[src/rtl/slu_pkg.sv]
// -----------------------------------------------------------------------------
// slu_pkg
// Shared definitions for the small logic unit pipeline: the op-code width and
// the eight operation codes carried on in_op.
// -----------------------------------------------------------------------------
package slu_pkg;

    localparam int OP_W = 3;

    typedef enum logic [OP_W-1:0] {
        OP_PASS = 3'd0,   // res = a
        OP_NOT  = 3'd1,   // res = ~a
        OP_XOR  = 3'd2,   // res = a ^ b
        OP_ADD  = 3'd3,   // {carry,res} = a + b
        OP_AND  = 3'd4,   // res = a & b
        OP_OR   = 3'd5,   // res = a | b
        OP_ACC  = 3'd6,   // {carry,res} = acc + a, acc <= res
        OP_CLR  = 3'd7    // res = ACC_INIT, acc <= ACC_INIT
    } op_e;

endpackage : slu_pkg

[src/rtl/slu_op_core.sv]
// -----------------------------------------------------------------------------
// slu_op_core
// Purely combinational operation core. Computes the result and carry for one
// request from its operands and the current accumulator value, and tells the
// pipeline whether (and to what) the accumulator must be updated.
//
// Ports:
//   op       in   op_e   operation select
//   a, b     in   OW     operands (b ignored by PASS/NOT/ACC/CLR)
//   acc      in   OW     current accumulator value
//   res      out  OW     operation result
//   carry    out  1      carry-out of ADD/ACC, 0 otherwise
//   acc_next out  OW     accumulator value to store when acc_we is set
//   acc_we   out  1      accumulator write enable (ACC and CLR only)
// -----------------------------------------------------------------------------
module slu_op_core
    import slu_pkg::*;
#(
    parameter int            OW       = 8,
    parameter logic [OW-1:0] ACC_INIT = '0
) (
    input  op_e           op,
    input  logic [OW-1:0] a,
    input  logic [OW-1:0] b,
    input  logic [OW-1:0] acc,
    output logic [OW-1:0] res,
    output logic          carry,
    output logic [OW-1:0] acc_next,
    output logic          acc_we
);

    logic [OW:0] sum;

    always_comb begin
        // NOTE: every output gets a default before the case so no path leaves
        // a variable unassigned, which would otherwise infer a latch.
        sum      = '0;
        res      = '0;
        carry    = 1'b0;
        acc_next = acc;
        acc_we   = 1'b0;
        unique case (op)
            OP_PASS: res = a;
            OP_NOT:  res = ~a;
            OP_XOR:  res = a ^ b;
            OP_ADD: begin
                sum          = {1'b0, a} + {1'b0, b};
                {carry, res} = sum;
            end
            OP_AND:  res = a & b;
            OP_OR:   res = a | b;
            OP_ACC: begin
                sum          = {1'b0, acc} + {1'b0, a};
                {carry, res} = sum;
                acc_next     = sum[OW-1:0];
                acc_we       = 1'b1;
            end
            OP_CLR: begin
                res      = ACC_INIT;
                acc_next = ACC_INIT;
                acc_we   = 1'b1;
            end
            default: ;
        endcase
    end

endmodule : slu_op_core

[src/rtl/small_logic_unit_pipe.sv]
// -----------------------------------------------------------------------------
// small_logic_unit_pipe
// Two-stage registered logic/arithmetic unit with valid/ready on both sides.
// Stage 1 captures the op-core result at the accept edge (the accumulator is
// updated on that same edge so back-to-back ACC requests chain). Stage 2 holds
// the presented result and is stable while the consumer stalls.
//
// Ports:
//   clk        in   1    clock, rising edge
//   rst        in   1    synchronous reset, active-high
//   in_valid   in   1    producer has a request
//   in_ready   out  1    request accepted this cycle if in_valid
//   in_op      in   3    operation code (see slu_pkg)
//   in_a/in_b  in   OW   operands
//   out_valid  out  1    result available
//   out_ready  in   1    consumer takes result this cycle
//   out_res    out  OW   result
//   out_carry  out  1    carry of ADD/ACC, else 0
//   out_zero   out  1    out_res == 0
// -----------------------------------------------------------------------------
module small_logic_unit_pipe
    import slu_pkg::*;
#(
    parameter int            OW       = 8,
    parameter logic [OW-1:0] ACC_INIT = '0
) (
    input  logic            clk,
    input  logic            rst,
    input  logic            in_valid,
    output logic            in_ready,
    input  logic [OP_W-1:0] in_op,
    input  logic [OW-1:0]   in_a,
    input  logic [OW-1:0]   in_b,
    output logic            out_valid,
    input  logic            out_ready,
    output logic [OW-1:0]   out_res,
    output logic            out_carry,
    output logic            out_zero
);

    // Pipeline and accumulator state
    logic          s1_valid_q, s1_valid_d;
    logic [OW-1:0] s1_res_q,   s1_res_d;
    logic          s1_carry_q, s1_carry_d;
    logic          s2_valid_q, s2_valid_d;
    logic [OW-1:0] s2_res_q,   s2_res_d;
    logic          s2_carry_q, s2_carry_d;
    logic          s2_zero_q,  s2_zero_d;
    logic [OW-1:0] acc_q,      acc_d;

    // Op-core results
    logic [OW-1:0] core_res;
    logic          core_carry;
    logic [OW-1:0] core_acc_next;
    logic          core_acc_we;

    // Handshake
    logic s2_advance;
    logic s1_load;
    logic accept;

    slu_op_core #(
        .OW       (OW),
        .ACC_INIT (ACC_INIT)
    ) u_op_core (
        .op       (op_e'(in_op)),
        .a        (in_a),
        .b        (in_b),
        .acc      (acc_q),
        .res      (core_res),
        .carry    (core_carry),
        .acc_next (core_acc_next),
        .acc_we   (core_acc_we)
    );

    // Stage 2 can take new data when empty or being consumed; stage 1 can
    // take a request when empty or when it is moving into stage 2. in_ready
    // is therefore combinational from out_ready by design.
    assign s2_advance = !s2_valid_q || out_ready;
    assign s1_load    = !s1_valid_q || s2_advance;
    assign in_ready   = s1_load;
    assign accept     = in_valid && in_ready;

    always_comb begin
        s1_valid_d = s1_valid_q;
        s1_res_d   = s1_res_q;
        s1_carry_d = s1_carry_q;
        s2_valid_d = s2_valid_q;
        s2_res_d   = s2_res_q;
        s2_carry_d = s2_carry_q;
        s2_zero_d  = s2_zero_q;
        acc_d      = acc_q;

        if (s1_load) begin
            s1_valid_d = accept;
            if (accept) begin
                s1_res_d   = core_res;
                s1_carry_d = core_carry;
            end
        end

        // A refused request (in_ready=0) must leave the accumulator untouched.
        if (accept && core_acc_we) begin
            acc_d = core_acc_next;
        end

        // When stage 1 is empty the data outputs keep their last value; only
        // the valid flag drains.
        if (s2_advance) begin
            s2_valid_d = s1_valid_q;
            if (s1_valid_q) begin
                s2_res_d   = s1_res_q;
                s2_carry_d = s1_carry_q;
                s2_zero_d  = (s1_res_q == '0);
            end
        end
    end

    // NOTE: sequential state is written only with non-blocking assignments so
    // every register samples the pre-edge values of the others.
    always_ff @(posedge clk) begin
        if (rst) begin
            // NOTE: the stage-1 data registers are reset too even though their
            // valid flag already masks them; it keeps the output side fully
            // defined after reset at negligible cost for a two-entry pipeline.
            s1_valid_q <= 1'b0;
            s1_res_q   <= '0;
            s1_carry_q <= 1'b0;
            s2_valid_q <= 1'b0;
            s2_res_q   <= '0;
            s2_carry_q <= 1'b0;
            s2_zero_q  <= 1'b0;
            acc_q      <= ACC_INIT;
        end else begin
            s1_valid_q <= s1_valid_d;
            s1_res_q   <= s1_res_d;
            s1_carry_q <= s1_carry_d;
            s2_valid_q <= s2_valid_d;
            s2_res_q   <= s2_res_d;
            s2_carry_q <= s2_carry_d;
            s2_zero_q  <= s2_zero_d;
            acc_q      <= acc_d;
        end
    end

    assign out_valid = s2_valid_q;
    assign out_res   = s2_res_q;
    assign out_carry = s2_carry_q;
    assign out_zero  = s2_zero_q;

endmodule : small_logic_unit_pipe

[config.mk]
export PLATFORM = sky130hd
export DESIGN_NAME = small_logic_unit_pipe
export DESIGN_NICKNAME = d
export VERILOG_FILES = /design/src/rtl/slu_pkg.sv /design/src/rtl/slu_op_core.sv /design/src/rtl/small_logic_unit_pipe.sv
export SDC_FILE = /design/constraint.sdc
export NUM_CORES = 1
export LEC_CHECK = 0
export BUFFER_PORTS_ARGS = -buffer_cell sky130_fd_sc_hd__buf_4
export CAP_MARGIN = 20
export CORE_MARGIN = 2
export CORE_UTILIZATION = 26
export DETAILED_ROUTE_END_ITERATION = 8
export PLACE_DENSITY_LB_ADDON = 0.05
export REMOVE_ABC_BUFFERS = 1
export SYNTH_ARGS = -nofsm -noshare
export SYNTH_HDL_FRONTEND = slang
export SYNTH_SLANG_ARGS = --single-unit
[constraint.sdc]
create_clock -name clk -period 3.07 [get_ports clk]
set_input_delay 0.614 -clock clk [delete_from_list [all_inputs] [get_ports clk]]
set_output_delay 0.614 -clock clk [all_outputs]
set_load 0.02 [all_outputs]
=== Yosys cells after proc, flatten, opt, wreduce, memory -nomap -nowiden ===
Index checks and enable logic that the tools add are counted.

* Add/subtract/negate cells: 2
* Equality and inequality tests: 7
* Mux-type cells: 4
* Bitwise operators: 4
* Reduce and logical (&&, ||, !) cells: 13

{| class="wikitable"
|+ Operators by type and width
! operator !! number
|-
| $pmux 8 s8 || 1
|-
| $add 8x8->9 || 2
|-
| $pmux 8 s2 || 1
|-
| $eq 3x3->1 const B || 4
|-
| $and 8x8->8 || 1
|-
| $logic_not 8->1 || 1
|-
| $not 8->8 || 1
|-
| $or 8x8->8 || 1
|-
| $xor 8x8->8 || 1
|-
| $eq 3x2->1 const B || 2
|-
| $reduce_and 2->1 || 3
|-
| $eq 3x1->1 const B || 1
|-
| $logic_not 3->1 || 1
|-
| $logic_and 1x1->1 || 2
|-
| $logic_not 1->1 || 2
|-
| $logic_or 1x1->1 || 2
|-
| $pmux 1 s2 || 1
|-
| $reduce_bool 2->1 || 1
|-
| $reduce_or 2->1 || 1
|-
| $mux 1 || 1
|}

* Register bits: 29
* Bits of input ports: 23
* Output and inout bits: 12
* Logic and storage cells: 38

=== Logic depth before layout (Yosys ltp) ===
* Depth in word-level cells: 6
* Mapped depth: 7
* Mapped depth without buffers: 7

=== Cells and area by module ===
From an unflattened synthesis, not the netlist that was laid out.

* Cells, all modules: 339
* Area total of the unflattened synthesis: 2651.3 sq um

{| class="wikitable"
|+ By module, submodules not included
! module !! instances !! cells each !! area an instance (sq um) !! sequential area each (sq um)
|-
| slu_op_core || 1 || 207 || 1385.1 || 0.0
|-
| small_logic_unit_pipe || 1 || 132 || 1266.2 || 580.6
|}

=== Worst setup path before layout ===
Ideal clock, no wire load.

* Path kind: in2reg
* From: in in_a[0]
* To: reg s1_res_q[6]
* Library setup time: 96 ps
* Arrival time: 2233 ps
* Data required time: 2974 ps
* Path slack: 741 ps
* Stages on the path: 7
* Path buffers: 0
* Path through: ha_1 > fa_1 > a21o_1 > a221oi_2 > mux2i_1 > a211oi_2 > o41ai_2

* Cells in the longest elaborated chain, start to end: 2
* Elaborated cells between the ends (all ways): 3
* Classes of those cells: add/sub (2); mux (1)

{| class="wikitable"
|+ Ends and longest elaborated chain
! element !! RTL line !! source
|-
| from (decl) || small_logic_unit_pipe.sv:32 || <nowiki>input logic [OW-1:0] in_a,</nowiki>
|-
| $add 8x8->9 (on tied branches) || slu_op_core.sv:53, slu_op_core.sv:47 ||
|-
| $pmux 8 s8 (*) || slu_op_core.sv:42 || <nowiki>unique case (op)</nowiki>
|-
| to (signal assigned) || small_logic_unit_pipe.sv:136 || <nowiki>s1_res_q <= s1_res_d;</nowiki>
|-
| to (decl) || small_logic_unit_pipe.sv:43 || <nowiki>logic [OW-1:0] s1_res_q, s1_res_d;</nowiki>
|}

Every way passes the cells marked *; elsewhere a longest branch is shown, timed or not.
A chain may end at the register's enable or synchronous reset.

=== Final worst setup path ===
Same ends and word-level chain as after synthesis.

==> results_dict.tcl <==
set metrics [dict create \
    cts_root_buffer "clkbuf_8" \
    final.period_utilization 0.7749 \
    status "finished, final reports clean" \
    clk_pin_slew_ns 0.08 \
    vias 2251 \
    finalMaxSlewViolations 0 \
    cp_max_fo 5 \
    fp.dieH_um 100.0 \
    clock_path_buffers 2 \
    io_pins 35 \
    grt_overflow_total 0 \
    cts_sinks 29 \
    area_growth_pct 17.60 \
    ys_async_sr_fraction 0 \
    power.leakage_nw 1.245 \
    cts_tree "done" \
    clk_latency_ns 0.29 \
    powerDensity_nw_per_um2 359.6 \
    hold_end "out_res[6]" \
    irDropWorstVdd_mv 0.1237 \
    dp_hpwl_um 5357 \
    rr_startpoint "acc_q[0]" \
    r2r_setup_slack_ns 0.86 \
    hp-class "register to register" \
    gp_congestion 0.7907 \
    drt_iter0_drc 123 \
    first_global_vias 2345 \
    dr.pass1.iters 4 \
    rsz0062_at_grt "false" \
    synth_top_area_share 0.2423 \
    cts-htree-levels 2 \
    hold_buffers 0 \
    critPathCaptureType "register" \
    synth.distinct_cells 58 \
    cts_setup_buffers 0 \
    grt_pass1_wl_um 12240 \
    worst_slew_pin_slew_ns 0.4916 \
    hold_path_depth 2 \
    grt_max_degree 32 \
    crit_type "input port to register" \
    fill_cells 1004 \
    postPlaceCellArea_sq_um 2735 \
    stdcell_area_sq_um 2818 \
    start_util 0.2630 \
    ant_nets 0 \
    critPathLaunchType "input port" \
    viasPerCell 5.093 \
    syn-cell-area_sq_um 2396 \
    r2r_end "s1_res_q[6]" \
    grt_antenna_before_repair 0 \
    synth_area_leaders "dfxtp_1, ha_1, a21oi_1, nand2_1, inv_1" \
    rr_worst_depth 7 \
    routed_wl_um 7150 \
    layout.nets 379 \
    hold_viol 0 \
    hold_start "out_res[6]" \
    grtUsageTotal 0.1559 \
    yosysWarnings 0 \
    synth_most_common_cell "dfxtp_1" \
    tns_ns 0 \
    worstPathArrival_ns 2.58 \
    pre_cts_ws_ns 0.3791 \
    cap_violations 0 \
    layout-drive-gt1-share 0.1782 \
    synth_commonest_cells "dfxtp_1, a21oi_1, nand2_1" \
    cts_buffers 5 \
    syn_inst 300 \
    synth_edf_count 0 \
    core_sq_um 9109 \
    drt-wirelength-per-cell_um 16.18 \
    synthFlopType "dfxtp_1" \
    fmaxAchievable_ghz 0.4203 \
    ys_seq_area_frac 0.2423 \
    post_cts_resized 0 \
    crit_required_ns 3.27 \
    portBuffers 34 \
    synth-seq-cells 29 \
    setup_slack_ns 0.6910 \
    die-area_sq_um 9999 \
    setup_viol 0 \
    drc_errors 0 \
    synth.largest_area_cell "dfxtp_1" \
    antenna_cells 0 \
    clock_skew_ns 0.009505 \
    die_w_um 100.0 \
    fin_crit_ns 2.379 \
    synth.avg_cell_area_sq_um 7.987 \
    max-slew-margin-rel 0.6715 \
    rows 35 \
]
==> worst max-delay path: stages <==
cell,delay (ns)
buf_4,0.13
ha_1,0.22
fa_1,0.41
a21o_1,0.23
a221oi_2,0.31
mux2i_1,0.32
a211oi_2,0.07
o41ai_2,0.27
==> metal layers <==
metal / global-route usage / part of all wire / up-vias / wire [um]
li1: - / - / 1157 / -
met1: 0.2065 / 0.48 / 1031 / 3410
met2: 0.2573 / 0.46 / 48 / 3320
met3: 0.02994 / 0.039 / 15 / 281
met4: 0.04742 / 0.019 / 0 / 138
met5: 0 / 0 / - / 0
==> worst max-delay path by stage <==
stage	from	to	slack [ns]	depth (start not counted)
after floorplan	in_a[0]	s1_res_q[6]	0.74	7
after global placement	in_a[0]	s1_res_q[6]	0.43	8
after detailed placement	in_a[0]	s1_res_q[6]	0.38	8
after CTS	in_a[0]	s1_res_q[6]	0.69	8
after global routing	in_a[0]	s1_res_q[6]	0.58	8
final	in_a[0]	s1_res_q[6]	0.69	8
==> stage by stage <==
| stage | hold WS [ns] | total power, mW | utilization | cells |
|---|---|---|---|---|
| floorplan | 0.4340 | 0.5895 | - | 286 |
| global placement | 0.4473 | 0.7036 | 0.3003 | 434 |
| detailed placement | 0.4506 | 0.6999 | 0.3003 | 434 |
| CTS | 0.4603 | 1.033 | 0.3093 | 442 |
| global route | 0.4790 | 1.082 | 0.3093 | 442 |
| finish | 0.4550 | 1.013 | 0.3093 | 442 |
==> state kept, by name, summed over array words and instances, names as in the netlist <==
name,cells
s1_valid_q,1
out_zero,1
out_valid,1
s1_res_q,8
out_carry,1
s1_carry_q,1
acc_q,8
out_res,8
==> power breakdown <==
group          internal (mW)  leakage, nW  total [mW]  switching (mW)
Clock                  0.157       0.0450       0.323           0.165
Combinational          0.119        0.963       0.285           0.166
Sequential             0.394        0.237       0.405          0.0118
Total                  0.670         1.24        1.01           0.343
==> layout by cell type (no fill, tap or decap), types with 3 or more instances in the layout <==
cell / instances
buf_4: 37
dfxtp_1: 29
a21oi_1: 25
nand2_1: 25
ha_1: 24
inv_1: 23
nor2_1: 22
nand3_1: 17
o21ai_0: 14
a22oi_1: 8
a21o_1: 6
o22ai_1: 6
o211ai_1: 5
nand2b_1: 5
mux2i_1: 5
nor2b_1: 5
xnor2_1: 5
clkbuf_8: 5
nor3_1: 4
o221ai_1: 4
nand3b_1: 3
and3b_1: 3
a32oi_1: 3
==> area by class of cell <==
cell class | instances | area (sq um) | share of cell area
Sequential cell | 29 | 580.6 | 0.2060
Inverter | 25 | 93.84 | 0.03330
Timing Repair Buffer | 37 | 277.8 | 0.09858
Clock inverter | 2 | 10.01 | 0.003552
Tap cell | 111 | 138.9 | 0.04929
Clock buffer | 6 | 72.57 | 0.02575
Multi-Input combinational cell | 232 | 1644 | 0.5835
==> cells by family after synthesis <==
group / synth area share
compound gates: 0.2872
xor+xnor: 0.02559
fa+ha+maj: 0.1420
buf+inv: 0.07154
flops: 0.2423
mux: 0.02559
simple gates: 0.2058
(Power assumes the default switching activity.)
